`src/rtl/div_repeated_sub_pkg.sv`:
```
// Shared definitions for the repeated-subtraction divider.
//   state_e       : control FSM encoding (IDLE, CALC, FIN)
//   DEFAULT_WIDTH : default operand/result width
package div_repeated_sub_pkg;

  typedef enum logic [1:0] {
    IDLE = 2'd0,
    CALC = 2'd1,
    FIN  = 2'd2
  } state_e;

  localparam int DEFAULT_WIDTH = 16;

endpackage

```
`src/rtl/div_datapath.sv`:
```
// Datapath for the repeated-subtraction divider: the working remainder R,
// the divisor D and the quotient counter Q, together with the subtractor,
// the R>=D compare and the D==0 detect.
// Ports:
//   clock, reset             : clock and synchronous active-high reset
//   loadRD                   : capture dividend into R and divisor into D
//   clearQ                   : clear the quotient counter
//   stepRD                   : R <= R - D
//   incQ                     : Q <= Q + 1
//   forceQ                   : Q <= all ones (divide-by-zero result)
//   dividend, divisor        : operands, used only with loadRD
//   geq                      : R >= D (unsigned)
//   dz                       : D == 0
//   r_val, q_val             : current R and Q
module div_datapath
  import div_repeated_sub_pkg::*;
#(
  parameter int WIDTH = DEFAULT_WIDTH
) (
  input  logic             clock,
  input  logic             reset,
  input  logic             loadRD,
  input  logic             clearQ,
  input  logic             stepRD,
  input  logic             incQ,
  input  logic             forceQ,
  input  logic [WIDTH-1:0] dividend,
  input  logic [WIDTH-1:0] divisor,
  output logic             geq,
  output logic             dz,
  output logic [WIDTH-1:0] r_val,
  output logic [WIDTH-1:0] q_val
);

  localparam logic [WIDTH-1:0] ONE = {{(WIDTH-1){1'b0}}, 1'b1};

  logic [WIDTH-1:0] r_q, r_d;
  logic [WIDTH-1:0] d_q, d_d;
  logic [WIDTH-1:0] q_q, q_d;
  logic [WIDTH:0]   diff_ext;

  // One extra bit on the subtractor: its top bit is the borrow, so the
  // compare needs no separate comparator and cannot be fooled by wrap.
  assign diff_ext = {1'b0, r_q} - {1'b0, d_q};
  assign geq      = ~diff_ext[WIDTH];
  assign dz       = (d_q == '0);
  assign r_val    = r_q;
  assign q_val    = q_q;

  always_comb begin
    r_d = r_q;
    d_d = d_q;
    q_d = q_q;
    if (loadRD) begin
      r_d = dividend;
      d_d = divisor;
    end else if (stepRD) begin
      r_d = diff_ext[WIDTH-1:0];
    end
    if (clearQ) begin
      q_d = '0;
    end else if (forceQ) begin
      q_d = '1;
    end else if (incQ) begin
      q_d = q_q + ONE;
    end
  end

  always_ff @(posedge clock) begin
    if (reset) begin
      r_q <= '0;
      d_q <= '0;
      q_q <= '0;
    end else begin
      r_q <= r_d;
      d_q <= d_d;
      q_q <= q_d;
    end
  end

endmodule

```
`src/rtl/div_repeated_sub.sv`:
```
// Unsigned divider by repeated subtraction with a start/done handshake.
// One division at a time; start is only looked at while idle.
// Ports:
//   clock, reset  : clock and synchronous active-high reset
//   start         : request a division (sampled in IDLE only)
//   dividend      : numerator, captured when start is accepted
//   divisor       : denominator, captured when start is accepted
//   busy          : high while a division is in progress
//   done          : one-cycle pulse when results are updated
//   quotient      : registered quotient (all ones on divide by zero)
//   remainder     : registered remainder (dividend on divide by zero)
//   div_by_zero   : registered zero-divisor flag
module div_repeated_sub
  import div_repeated_sub_pkg::*;
#(
  parameter int WIDTH = DEFAULT_WIDTH
) (
  input  logic             clock,
  input  logic             reset,
  input  logic             start,
  input  logic [WIDTH-1:0] dividend,
  input  logic [WIDTH-1:0] divisor,
  output logic             busy,
  output logic             done,
  output logic [WIDTH-1:0] quotient,
  output logic [WIDTH-1:0] remainder,
  output logic             div_by_zero
);

  state_e           state_q;
  logic             done_q;
  logic             dz_flag_q;
  logic [WIDTH-1:0] quot_q;
  logic [WIDTH-1:0] rem_q;

  logic             loadRD, clearQ, stepRD, incQ, forceQ;
  logic             geq, dz;
  logic [WIDTH-1:0] r_val, q_val;

  // Datapath strobes are decoded from the registered state; the datapath
  // itself gives reset priority, so a start coinciding with reset is lost.
  always_comb begin
    loadRD = (state_q == IDLE) && start;
    clearQ = loadRD;
    stepRD = (state_q == CALC) && !dz && geq;
    incQ   = stepRD;
    forceQ = (state_q == CALC) && dz;
  end

  div_datapath #(
    .WIDTH (WIDTH)
  ) u_datapath (
    .clock    (clock),
    .reset    (reset),
    .loadRD   (loadRD),
    .clearQ   (clearQ),
    .stepRD   (stepRD),
    .incQ     (incQ),
    .forceQ   (forceQ),
    .dividend (dividend),
    .divisor  (divisor),
    .geq      (geq),
    .dz       (dz),
    .r_val    (r_val),
    .q_val    (q_val)
  );

  always_ff @(posedge clock) begin
    if (reset) begin
      state_q   <= IDLE;
      done_q    <= 1'b0;
      dz_flag_q <= 1'b0;
      quot_q    <= '0;
      rem_q     <= '0;
    end else begin
      done_q <= 1'b0;
      case (state_q)
        IDLE: begin
          if (start) begin
            dz_flag_q <= 1'b0;
            state_q   <= CALC;
          end
        end
        CALC: begin
          if (dz) begin
            dz_flag_q <= 1'b1;
            state_q   <= FIN;
          end else if (!geq) begin
            state_q <= FIN;
          end
        end
        FIN: begin
          quot_q  <= q_val;
          rem_q   <= r_val;
          done_q  <= 1'b1;
          state_q <= IDLE;
        end
        default: state_q <= IDLE;
      endcase
    end
  end

  assign busy        = (state_q != IDLE);
  assign done        = done_q;
  assign quotient    = quot_q;
  assign remainder   = rem_q;
  assign div_by_zero = dz_flag_q;

endmodule

```
`config.mk`:
```
export PLATFORM = sky130hd
export DESIGN_NAME = div_repeated_sub
export DESIGN_NICKNAME = d
export VERILOG_FILES = /design/src/rtl/div_repeated_sub_pkg.sv /design/src/rtl/div_datapath.sv /design/src/rtl/div_repeated_sub.sv
export SDC_FILE = /design/constraint.sdc
export NUM_CORES = 1
export LEC_CHECK = 0
export ABC_AREA = 1
export CAP_MARGIN = 20
export CORE_MARGIN = 4
export CORE_UTILIZATION = 40
export CTS_CLUSTER_DIAMETER = 50
export DETAILED_ROUTE_END_ITERATION = 7
export PLACE_DENSITY = 0.72
export SYNTH_ARGS = -nofsm -noshare
export SYNTH_HDL_FRONTEND = slang
export SYNTH_SLANG_ARGS = --single-unit
```
`constraint.sdc`:
```
create_clock -name clock -period 2.7 [get_ports clock]
set_input_delay 0.675 -clock clock [delete_from_list [all_inputs] [get_ports clock]]
set_output_delay 0.675 -clock clock [all_outputs]
set_load 0.01 [all_outputs]
```
==> results of run 1 <==
## worst paths after layout
path | end | cells past startpoint | slack (ns) | startpoint
worst min-delay path | u_datapath.d_q[3]$_SDFFE_PP0P_ | 2 | 0.47 | u_datapath.d_q[3]$_SDFFE_PP0P_
worst max-delay path | u_datapath.r_val[10]$_SDFFE_PP0P_ | 15 | 0.40 | u_datapath.r_val[0]$_SDFFE_PP0P_
worst min register to register | u_datapath.d_q[3]$_SDFFE_PP0P_ | 2 | 0.47 | u_datapath.d_q[3]$_SDFFE_PP0P_
worst max register to register | u_datapath.r_val[10]$_SDFFE_PP0P_ | 15 | 0.40 | u_datapath.r_val[0]$_SDFFE_PP0P_
## cell usage in the layout, fill, tap and decap left out, types with 2 or more instances in the layout
cell type,n
inv_1,87
ha_1,17
clkdlybuf4s50_1,69
o21ai_2,7
nand3_2,4
nand2_1,125
nand2_2,19
a21oi_1,48
o21ai_0,60
xor2_1,12
or2_2,6
nand3_1,46
dfxtp_1,84
inv_2,4
nand4_1,9
a21oi_2,16
nor3_1,7
nor2_1,80
inv_8,2
buf_4,9
nand2_8,3
bufinv_16,2
o31ai_1,3
inv_6,3
clkbuf_16,9
o21ai_1,9
## cells by family (layout without fill, tap and decap cells)
logic type | count (synthesis) | count (layout) | share of synthesized area
AND/OR/NAND/NOR | 306 | 306 | 0.295
AO/OA/AOI/OAI | 145 | 145 | 0.174
buffers and inverters | 119 | 188 | 0.106
flip-flops | 84 | 84 | 0.353
adder cells (fa/ha/maj) | 18 | 18 | 0.0488
XOR/XNOR | 13 | 13 | 0.0239
## per-stage QoR
step	worst slack [ns]	hold slack [ns]	instance area, µm²
detailed placement	0.396	0.462	5580
finish	0.404	0.467	5910
global placement	0.417	0.460	5580
CTS	0.404	0.472	5910
global route	0.231	0.491	5910
floorplan	0.669	0.437	4770
## power by group
group,switching [mW],internal [mW]
Clock,0.556,0.827
Combinational,1.42,0.868
Sequential,0.121,1.41
Total,2.10,3.11
## cell type report
type	count	area (µm²)
fill	1137	5660
multi-input combinational	482	2580
sequential	84	1680
timing repair buffer	79	778
inverter	93	359
clock buffer	9	225
tap	143	179
clock inverter	7	105
## critical path, cell delays in order (launching register included)
cell and delay [ns]:
dfxtp_1 0.33, inv_1 0.06, ha_1 0.23, fa_1 0.40, inv_1 0.11, nand2_1 0.07, nand2_1 0.13, nand3_2 0.10
nand2_2 0.10, nand2_2 0.06, nand2_4 0.08, nand2_8 0.09, nand2_8 0.14, inv_4 0.11, nand2_1 0.10, a21oi_1 0.08
## flip-flops by register name, summed over array words and instances, names as in the netlist
name,count
quotient,16
remainder,16
u_datapath.d_q,16
u_datapath.q_val,16
u_datapath.r_val,16
state_q,2
div_by_zero,1
done,1
## per-layer routing
layer / wire length [µm] / up-vias / track usage / part of all wire
li1: - / 2343 / - / -
met1: 5850 / 1949 / 0.262 / 0.48
met2: 5250 / 136 / 0.285 / 0.43
met3: 716 / 23 / 0.0329 / 0.059
met4: 329 / 0 / 0.0772 / 0.027
met5: 0 / - / 0 / 0
==> results.json, run 1 <==
{
  "syn_area_per_cell_um2": 6.96,
  "drv_slew": 0,
  "numPortBuffers": 69,
  "drv_cap": 0,
  "rows": 39,
  "clock_sinks": 84,
  "worst_ep_required_time_ns": 2.93,
  "synthTopCellsByArea": "dfxtp_1 (35%), nand2_1 (9.8%), inv_1 (6.9%)",
  "hold_buffers": 0,
  "num_io_pins": 70,
  "antenna_found_initial": 0,
  "viasPerCell": 4.96,
  "cts_tree": "built",
  "drive_gt1_frac": 0.122,
  "die_area_um2": 13700,
  "finalPower_mw": 5.21,
  "first_global_vias": 4156,
  "fp.dieH_um": 117,
  "nets": 802,
  "place_inst": 881,
  "cts_buffers": 9,
  "setup_tns_ns": 0,
  "cts-htree-levels": 3,
  "outcome": "finished clean",
  "wirelength_um": 12100,
  "start_kind": "flop",
  "drc": 0,
  "fmax_ghz": 0.436,
  "clkTransAtPathRegs_ns": 0.07,
  "ys.flop_type": "dfxtp_1",
  "setup_viol": 0,
  "synth_edf_count": 0,
  "post_cts_resized": 0,
  "area_delta_synth_final_pct": 24.0,
  "slew_headroom": 0.407,
  "crit_arrival_ns": 2.53,
  "syn_nets": 738,
  "antenna_cells": 0,
  "syn_inst": 685,
  "clockBufferDepth": 2,
  "ys_top_cells_by_count": "nand2_1 (125), inv_1 (87), dfxtp_1 (84)",
  "powerDensity_nw_per_um2": 881,
  "finClkSkew_ns": 0.00749,
  "leakagePower_nw": 2.51,
  "yosys_register_bits": 84,
  "postCtsSetupBuffers": 0,
  "drtIter0Drc": 298,
  "seq_area_frac_synth": 0.353,
  "worst_slew_pin_slew_ns": 0.889,
  "ys_warn_count": 0,
  "drt_pre_antenna_iters": 7,
  "path_max_fanout": 16,
  "hpwlAfterDp_um": 9100,
  "cts_root_buffer": "clkbuf_16",
  "grt_max_degree": 41,
  "rsz0062_at_grt": "no",
  "hold_class": "reg2reg",
  "end_kind": "flop",
  "grt_pass1_wl_um": 20300,
  "grt_remaining_overflow": 0,
  "fin_util": 0.511,
  "ys_types": 39,
  "core-area_um2": 11600,
  "crit_type": "reg2reg",
  "clock_latency_ns": 0.35,
  "ir_worst_vdd_mv": 0.423,
  "track_usage": 0.187,
  "yosysMostFrequentCell": "nand2_1",
  "final_antenna_net_count": 0,
  "synthesis.area_um2": 4770,
  "synth_area_leader_cell": "dfxtp_1",
  "fin_crit_sh": 0.850,
  "via_count": 4451,
  "synth_top_area_frac": 0.353,
  "initial_utilization": 0.412,
  "dieWidth_um": 117,
  "place.gp.congestion": 0.904,
  "min_period_ns": 2.30,
  "synthArstFlopShare": 0,
  "hold_viol": 0,
  "finalNonFillerCells": 897,
  "wire_per_inst_um": 13.5
}
(Power assumes the default switching activity.)
==> run 2: changes to the inputs <==
--- a/config.mk
+++ b/config.mk
@@ -11,7 +11,8 @@
 export CORE_UTILIZATION = 40
 export CTS_CLUSTER_DIAMETER = 50
 export DETAILED_ROUTE_END_ITERATION = 7
-export PLACE_DENSITY = 0.72
+export HOLD_SLACK_MARGIN = 0.15
+export PLACE_DENSITY = 0.74
 export SYNTH_ARGS = -nofsm -noshare
 export SYNTH_HDL_FRONTEND = slang
 export SYNTH_SLANG_ARGS = --single-unit
==> constraint.sdc (replaced) <==
create_clock -name clock -period 2.1 [get_ports clock]
set_input_delay 0.525 -clock clock [delete_from_list [all_inputs] [get_ports clock]]
set_output_delay 0.525 -clock clock [all_outputs]
set_load 0.01 [all_outputs]
==> run 2 against run 1 <==
Net effect: critical path depth did not move; clock-buffer cell count rose by 2; total power is 35% higher; global-route usage is 0.18 points higher; fmax is 15% higher; worst setup slack worse by 0.30 ns; design area is 5.2% higher; worst hold slack improved by 0.0026 ns; clock skew down 0.00073 ns.
==> results.json, run 2 (synthesis gave the netlist of run 1 again) <==
{
  "outcome": "finished clean",
  "clkTransAtPathRegs_ns": 0.06,
  "min_period_ns": 2.00,
  "finClkSkew_ns": 0.00676,
  "drv_slew": 0,
  "rsz0062_at_grt": "yes",
  "num-fill-cells": 1029,
  "end_kind": "flop",
  "reg2reg_slack_ns": 0.1,
  "hold_buffers": 0,
  "die_area_um2": 13700,
  "clock_sinks": 84,
  "place.gp.congestion": 0.906,
  "met2_usage": 0.298,
  "start_kind": "flop",
  "first_global_vias": 4301,
  "crit_path_start": "u_datapath.r_val[0]$_SDFFE_PP0P_",
  "crit_arrival_ns": 2.27,
  "antenna_cells": 0,
  "drt_pre_antenna_iters": 5,
  "path_delay_family": "simple AND/OR/NAND/NOR gates",
  "initial_utilization": 0.412,
  "grt_pass1_wl_um": 20600,
  "met3_usage": 0.0242,
  "grt.busiest_layer": "met2",
  "layout_common_cells": "nand2_1 (122), inv_1 (85), dfxtp_1 (81), nor2_1 (77), clkdlybuf4s50_1 (68)",
  "fin_crit_sh": 0.953,
  "num_io_pins": 70,
  "cp_slowest_cell": "fa_2",
  "slew_headroom": 0.712,
  "drive_gt1_frac": 0.169,
  "cts_tree": "built",
  "r2r_end": "u_datapath.r_val[1]$_SDFFE_PP0P_",
  "ir_worst_vdd_mv": 0.511,
  "worst_slew_pin_slew_ns": 0.428,
  "worst-path-buf-inv": 3,
  "grt_max_degree": 38,
  "powerDensity_nw_per_um2": 1130,
  "drtIter0Drc": 429,
  "finalNonFillerCells": 916,
  "fin_area_um2": 6220,
  "place_inst": 889,
  "wire_per_inst_um": 14.1,
  "place_area_um2": 5690,
  "nets": 821,
  "worst-path-stages": 15,
  "finalPower_mw": 7.01,
  "fp.dieH_um": 117,
  "worstPathCellList": "inv_2 -> ha_4 -> fa_2 -> inv_2 -> nand2_2 -> nand2_2 -> nand3_2 -> nand2_2 -> nand2_2 -> nand2_4 -> nand2_8 -> nand2_8 -> buf_12 -> o21ai_1 -> nor2_1",
  "fmax_ghz": 0.500,
  "crit_type": "reg2reg",
  "worst_ep_required_time_ns": 2.37,
  "multi_input_area_um2": 2710,
  "area_delta_synth_final_pct": 30.4,
  "wirelength_um": 12900,
  "crit_path_end": "u_datapath.r_val[1]$_SDFFE_PP0P_",
  "r2r_cells": 15,
  "core-area_um2": 11600,
  "grt_remaining_overflow": 0,
  "path_max_fanout": 7,
  "cts-htree-levels": 3,
  "final_antenna_net_count": 0,
  "antenna_found_initial": 0,
  "rows": 39,
  "drc": 0,
  "numPortBuffers": 69,
  "hpwlAfterDp_um": 9230,
  "dieWidth_um": 117,
  "leakagePower_nw": 2.64,
  "cts_buffers": 9,
  "hold_class": "reg2reg",
  "use_met1": 0.268,
  "final-seq-area_um2": 1690,
  "rr_startpoint": "u_datapath.r_val[0]$_SDFFE_PP0P_",
  "viasPerCell": 5.07,
  "crit_top_cell": "nand2_2",
  "track_usage": 0.189,
  "hold_slack_ns": 0.470,
  "cts_root_buffer": "clkbuf_16",
  "clockBufferDepth": 2,
  "clock_latency_ns": 0.33,
  "final_common_cell": "nand2_1",
  "via_count": 4641,
  "drv_cap": 0,
  "hold_viol": 0,
  "setup_viol": 0,
  "slowest_delay_ns": 0.37
}
-- run 2: cell count changes in the layout (fill, tap and decap cells not counted), moves of 3 or more --
cell	before	now
buf_12	1	6
buf_4	9	18
dfxtp_1	84	81
dfxtp_2	0	3
ha_1	17	9
ha_2	0	3
ha_4	0	5
nand2_1	125	122
nand2_2	19	22
nand2_4	1	5
nor2_1	80	77
nor2_2	1	4
-- run 2: stage by stage --
stage	setup TNS, ns	setup slack, ns	utilization
2_1_floorplan	0	0.0686	-
3_3_place_gp	0	0.0251	0.492
3_5_place_dp	-0.0641	-0.0226	0.492
4_1_cts	0	0.0387	0.524
5_1_grt	-0.121	-0.0191	0.537
6_report	0	0.0996	0.537
-- run 2: how the worst min path moves through the flow --
stage / start / endpoint / slack [ns] / cells past startpoint
floorplan: u_datapath.d_q[3]$_SDFFE_PP0P_ / u_datapath.d_q[3]$_SDFFE_PP0P_ / 0.44 / 2
global placement: u_datapath.d_q[3]$_SDFFE_PP0P_ / u_datapath.d_q[3]$_SDFFE_PP0P_ / 0.45 / 2
detailed placement: u_datapath.d_q[3]$_SDFFE_PP0P_ / u_datapath.d_q[3]$_SDFFE_PP0P_ / 0.46 / 2
CTS: u_datapath.d_q[3]$_SDFFE_PP0P_ / u_datapath.d_q[3]$_SDFFE_PP0P_ / 0.47 / 2
global route: u_datapath.d_q[4]$_SDFFE_PP0P_ / u_datapath.d_q[4]$_SDFFE_PP0P_ / 0.50 / 2
finish: u_datapath.d_q[3]$_SDFFE_PP0P_ / u_datapath.d_q[3]$_SDFFE_PP0P_ / 0.47 / 2
-- run 2: layout make-up --
cell class,count,share of cell area
Timing Repair inverter,1,0.00141
Inverter,93,0.0594
Tap cell,143,0.0288
Clock buffer,11,0.0407
Clock inverter,5,0.00946
Sequential cell,84,0.271
Multi-Input combinational cell,486,0.437
Timing Repair Buffer,93,0.153
-- run 2: report_power, final --
part | internal [mW] | total (mW) | switching, mW | leakage [nW]
logic | 1.37 | 3.37 | 2.00 | 1.80
registers | 1.82 | 2.00 | 0.181 | 0.688
clock network | 0.989 | 1.64 | 0.654 | 0.148
-- run 2: repair_timing --
| action | CTS | global route |
|---|---|---|
| gates cloned | 3 | 2 |
| endpoints found under the hold margin | 0 | 0 |
| setup buffers | 2 | 4 |
| setup endpoints to repair | 28 | 34 |
| resized for setup | 1 | 28 |
| pin swaps | 3 | 10 |
-- run 2: metal layers --
metal  up-vias  share of wire
li1       2378              -
met1      2060           0.48
met2       181           0.44
met3        22          0.058
met4         0          0.020
met5         -              0
-- run 2: worst register-to-register path, stage by stage (launching register included) --
cell	delay, ns
dfxtp_2	0.33
inv_2	0.05
ha_4	0.16
fa_2	0.37
inv_2	0.07
nand2_2	0.06
nand2_2	0.08
nand3_2	0.07
nand2_2	0.08
nand2_2	0.07
nand2_4	0.09
nand2_8	0.10
nand2_8	0.12
buf_12	0.12
o21ai_1	0.06
nor2_1	0.10
